<file path="src/rtl/mult_accumulator_pkg.sv">
// Shared state encoding and default widths for the product accumulator.
package mult_accumulator_pkg;

  localparam int PROD_W_DEF  = 8;
  localparam int ACC_W_DEF   = 16;
  localparam int COUNT_W_DEF = 4;

  typedef enum logic [1:0] {
    MAC_IDLE  = 2'd0,
    MAC_ACCUM = 2'd1,
    MAC_DONE  = 2'd2
  } mac_state_e;

endpackage

</file>
<file path="src/rtl/mult_accumulator_adder.sv">
// Accumulator adder: running sum plus zero-extended product, with carry out.
// MAC_SATURATE_EN selects clamping to all-ones on carry instead of wrapping.
module mult_accumulator_adder
  import mult_accumulator_pkg::*;
#(
  parameter int ACC_W = ACC_W_DEF
) (
  input  logic [ACC_W-1:0] sum_in,
  input  logic [ACC_W-1:0] prod_in,
  output logic [ACC_W-1:0] sum_out,
  output logic             carry_out
);

  logic [ACC_W:0] total;

  always_comb begin
    total     = {1'b0, sum_in} + {1'b0, prod_in};
    carry_out = total[ACC_W];
`ifdef MAC_SATURATE_EN
    // Once clamped, further carries keep the sum pinned at all-ones.
    sum_out   = carry_out ? '1 : total[ACC_W-1:0];
`else
    sum_out   = total[ACC_W-1:0];
`endif
  end

endmodule

</file>
<file path="src/rtl/mult_accumulator.sv">
// Accumulates a programmed number of products over valid/ready and presents the sum.
// Optional build macro MAC_SATURATE_EN (in the adder) clamps the sum on overflow.
module mult_accumulator
  import mult_accumulator_pkg::*;
#(
  parameter int PROD_W  = PROD_W_DEF,
  parameter int ACC_W   = ACC_W_DEF,
  parameter int COUNT_W = COUNT_W_DEF
) (
  input  logic               Clock,
  input  logic               Reset_n,
  input  logic               iStart,
  input  logic [COUNT_W-1:0] iLength,
  input  logic               iAbort,
  input  logic               iValid,
  output logic               oReady,
  input  logic [PROD_W-1:0]  iProduct,
  output logic               oValid,
  input  logic               iReady,
  output logic [ACC_W-1:0]   oSum,
  output logic [COUNT_W-1:0] oCount,
  output logic               oOverflow
);

  mac_state_e         state_q, state_d;
  logic [COUNT_W-1:0] len_q, len_d;
  logic [COUNT_W-1:0] count_q, count_d;
  logic [ACC_W-1:0]   sum_q, sum_d;
  logic               ovf_q, ovf_d;
  logic               ready_q, ready_d;
  logic               valid_q, valid_d;

  logic [ACC_W-1:0]   prod_ext;
  logic [ACC_W-1:0]   sum_next;
  logic               carry;
  logic [COUNT_W-1:0] count_inc;
  logic               beat;

  assign prod_ext  = ACC_W'(iProduct);
  assign count_inc = count_q + COUNT_W'(1);
  assign beat      = ready_q & iValid;

  mult_accumulator_adder #(.ACC_W(ACC_W)) u_adder (
    .sum_in   (sum_q),
    .prod_in  (prod_ext),
    .sum_out  (sum_next),
    .carry_out(carry)
  );

  always_comb begin
    state_d = state_q;
    len_d   = len_q;
    count_d = count_q;
    sum_d   = sum_q;
    ovf_d   = ovf_q;
    case (state_q)
      MAC_IDLE: begin
        if (iStart) begin
          len_d   = iLength;
          count_d = '0;
          sum_d   = '0;
          ovf_d   = 1'b0;
          state_d = (iLength != '0) ? MAC_ACCUM : MAC_DONE;
        end
      end
      MAC_ACCUM: begin
        // Abort wins over a simultaneous beat: the product is discarded.
        if (iAbort) begin
          state_d = MAC_IDLE;
        end else if (beat) begin
          sum_d   = sum_next;
          ovf_d   = ovf_q | carry;
          count_d = count_inc;
          if (count_inc == len_q) state_d = MAC_DONE;
        end
      end
      MAC_DONE: begin
        if (iAbort || iReady) state_d = MAC_IDLE;
      end
      default: state_d = MAC_IDLE;
    endcase
    ready_d = (state_d == MAC_ACCUM);
    valid_d = (state_d == MAC_DONE);
  end

  always_ff @(posedge Clock or negedge Reset_n) begin
    if (!Reset_n) begin
      state_q <= MAC_IDLE;
      len_q   <= '0;
      count_q <= '0;
      sum_q   <= '0;
      ovf_q   <= 1'b0;
      ready_q <= 1'b0;
      valid_q <= 1'b0;
    end else begin
      state_q <= state_d;
      len_q   <= len_d;
      count_q <= count_d;
      sum_q   <= sum_d;
      ovf_q   <= ovf_d;
      ready_q <= ready_d;
      valid_q <= valid_d;
    end
  end

  assign oReady    = ready_q;
  assign oValid    = valid_q;
  assign oSum      = sum_q;
  assign oCount    = count_q;
  assign oOverflow = ovf_q;

endmodule

</file>
<file path="config.mk">
export PLATFORM = sky130hd
export DESIGN_NAME = mult_accumulator
export DESIGN_NICKNAME = d
export VERILOG_FILES = /design/src/rtl/mult_accumulator_pkg.sv /design/src/rtl/mult_accumulator_adder.sv /design/src/rtl/mult_accumulator.sv
export SDC_FILE = /design/constraint.sdc
export NUM_CORES = 1
export LEC_CHECK = 0
export CAP_MARGIN = 20
export CORE_ASPECT_RATIO = 0.5
export CORE_MARGIN = 5
export CORE_UTILIZATION = 45
export DETAILED_ROUTE_END_ITERATION = 10
export GPL_ROUTABILITY_DRIVEN = 0
export PLACE_DENSITY_LB_ADDON = 0.05
export SETUP_SLACK_MARGIN = 0.15
export SLEW_MARGIN = 0
export SYNTH_ARGS = -nofsm -noshare
export SYNTH_HDL_FRONTEND = slang
export SYNTH_SLANG_ARGS = --single-unit
</file>
<file path="constraint.sdc">
create_clock -name Clock -period 6.42 [get_ports Clock]
set_input_delay 1.926 -clock Clock [delete_from_list [all_inputs] [get_ports Clock]]
set_output_delay 1.926 -clock Clock [all_outputs]
set_load 0.05 [all_outputs]
</file>
==> metrics <==
status finished, final reports clean; post-cts sizing count 0; largest cells by area after synthesis dfrtp_1 43%, nand2_1 7.6%, ha_1 6.7%; largest family of logic cells by synthesized area simple AND/OR/NAND/NOR gates; layout cells sized above 1 0.0622; maxcap violations 0; chip height 53.1 um; CTS tree done; Worst setup EP type flip-flop; Power Total 0.000576 W; Seq pwr share 0.383; Final Skew 0.00515 ns; htree depth 2; crit path max fanout 9; DP HPWL 2880 um; Mapped Cells 181; Pwr per Cell Area 259 nW/um^2; Least-Margin Pin Slew 0.586 ns; Post-CTS Setup Repair Bufs 0; vias per cell 5.33; # nets final 252; Max Buffers Root-to-Sink 2; data arrival time of the worst path 4.33 ns; XOR/XNOR Fraction of Synth Area 0.0576; Post-synth EDFFs 0; combinational fraction of design power 0.321; area of the multi-input gates 906 sq um; fillcell total 298; Crit path required time 6.63 ns; root buf cell clkbuf_8; vias in the first global route 1,372; Residual DRC 0; Seq/Total Area, Yosys 0.434; internal power 0.000370 W; first-pass GRT wire length 6600 um; most used cell, CP a21oi_1; CP max stage cell or4_1; static leakage 0.961 nW; Hold Crit Class flip-flop to flip-flop; async set-or-reset flop fraction in the synthesized netlist 1.00; fin crit period 4.11 ns; Sink Count 29; post-synth cell types 40; Post-Synth Simple-Gate Area 0.236; CP cell instances clkdlybuf4s50_1 > ha_1 > inv_1 > fa_1 > nand2b_1 > a21oi_1 > o21ai_1 > or4_1 > a21oi_1; Final Setup Violations 0; Pre-antenna DRT Iters 4; fin util 0.634; Avg Cell Area, Syn 9.24 sq um; Sw Ratio 0.358; unrepaired setup endpoints after global routing no; largest stage delay on the critical path 0.54 ns; Clk Latency, worst-skew pair 0.28 ns; cts hold-fix bufs 0; n_diodes 0; top_reg_cell synth dfrtp_1; Die Width 96.2 um; Num CTS Buffers 5; Worst VDD drop 128 uV; Synth Area in Compound Gates 0.163; Total GRT Usage 0.177; Routed WL 3970 um; most frequent cell after synthesis nand2_1; vias 1,470; Antenna Nets Post-Route 0; P_sw 0.000207 W; initial core utilization 0.477; Final Max Tran Viols 0; FF+latch area 726 sq um; area of the die 5110 sq um; Core Area 3510 sq um; setup tns final 0 ns; Post-Syn Area 1670 sq um; clk slew on worst S/H paths 0.07 ns; largest net degree at the start of global routing 30; clock share of power 0.296; Synth Area in Adders 0.0793; synth cell count leaders 34 x nand2_1, 29 x dfrtp_1, 14 x a21oi_1, 11 x nand3_1, 10 x o21ai_0; Syn. warnings 0; Tcrit/Tclk final 0.641; Post-Syn Nets 209; leading area contributor after synthesis dfrtp_1; synthesized flop and latch total 29; critical setup path kind input port to flip-flop; final hold viol count 0; Fin Hold WS 0.489 ns; Worst slew margin 0.610; Ports 41; fmax 243 MHz; top cell type's share of synthesized area 0.434; WL per Instance 14.4 um; standard-cell rows 15; mux share of post-synthesis cell area 0.00598; DRT iter0 DRCs 69; total grt overflow 0; Synth-to-Final Area Change 32.9%; I/O Buffers 40; antenna violations before repair 0; Setup crit start kind input port
-- per-layer routing --
layer / vias to the layer above / track usage / wire length, um
li1: 742 / - / -
met1: 678 / 0.246 / 2030
met2: 45 / 0.254 / 1600
met3: 5 / 0.0568 / 295
met4: 0 / 0.0637 / 49
met5: - / 0 / 0
-- critical path: cells and delay by family --
kind | cells | cell delay, ns
and+or+nand+nor | 2 | 0.71
adders and majority gates | 2 | 0.59
AOI/OAI and AO/OA | 3 | 0.56
buffers and inverters | 2 | 0.53
-- power by group through the flow --
stage	clock network [W]	registers [W]	logic (W)
final	0.000170	0.000221	0.000185
after global placement	0	0.000223	0.000184
after global routing	0.000187	0.000224	0.000203
after floorplan	0	0.000259	0.0000912
after detailed placement	0	0.000224	0.000185
after CTS	0.000175	0.000221	0.000186
-- flip-flops by register name, summed over array words and instances (netlist names) --
name	count
state_q	2
oCount	4
oReady	1
len_q	4
oValid	1
oOverflow	1
oSum	16
-- through the flow --
step	instances	cell area, sq um	worst slack (ns)
floorplan	181	1670	2.68
global placement	268	2120	2.10
detailed placement	268	2120	2.02
CTS	276	2220	2.31
global route	276	2220	2.10
finish	276	2220	2.31
-- placed cells by master (no fill, tap or decap), types with 2 or more instances in the layout --
cell type,count
a21oi_1,14
buf_4,2
clkbuf_8,7
clkdlybuf4s50_1,40
dfrtp_1,29
ha_1,9
inv_1,3
nand2_1,34
nand2b_1,3
nand3_1,11
nor2_1,4
nor3_1,2
nor3b_1,2
o211ai_1,6
o21ai_0,10
o21ai_1,8
o22ai_1,2
o31ai_1,3
or3_1,3
or4_1,3
xnor2_1,4
xor2_1,7
-- cell type report --
| class | count | share of cell area |
|---|---|---|
| multi-input cells | 143 | 0.407 |
| clock inverters | 1 | 0.00225 |
| clock buffers | 7 | 0.0433 |
| inverters | 3 | 0.00506 |
| flip-flops and latches | 29 | 0.326 |
| well taps | 51 | 0.0287 |
| repair buffers | 42 | 0.187 |
-- worst paths after layout --
check                                      startpoint               endpoint  slack [ns]  depth (start not counted)
worst max register to register    oSum[0]$_DFFE_PN0P_   oSum[12]$_DFFE_PN0P_        4.05                          8
min in group asynchronous                     Reset_n    oSum[8]$_DFFE_PN0P_        2.02                          2
worst min-delay path            oOverflow$_DFFE_PN0P_  oOverflow$_DFFE_PN0P_        0.49                          2
worst min register to register  oOverflow$_DFFE_PN0P_  oOverflow$_DFFE_PN0P_        0.49                          2
worst max-delay path                      iProduct[0]   oSum[12]$_DFFE_PN0P_        2.31                          9
max in group asynchronous                     Reset_n    oSum[1]$_DFFE_PN0P_        4.12                          2
-- logic make-up (layout without fill, tap and decap cells) --
kind of cell,count (synthesis),after routing
AOI/OAI and AO/OA,47,47
buffers and inverters,9,53
and+or+nand+nor,74,74
DFF,29,29
xor gates and xnor gates,11,11
muxes,1,1
adders and majority gates,10,10
Note: power is estimated with default switching activity, not from simulation.
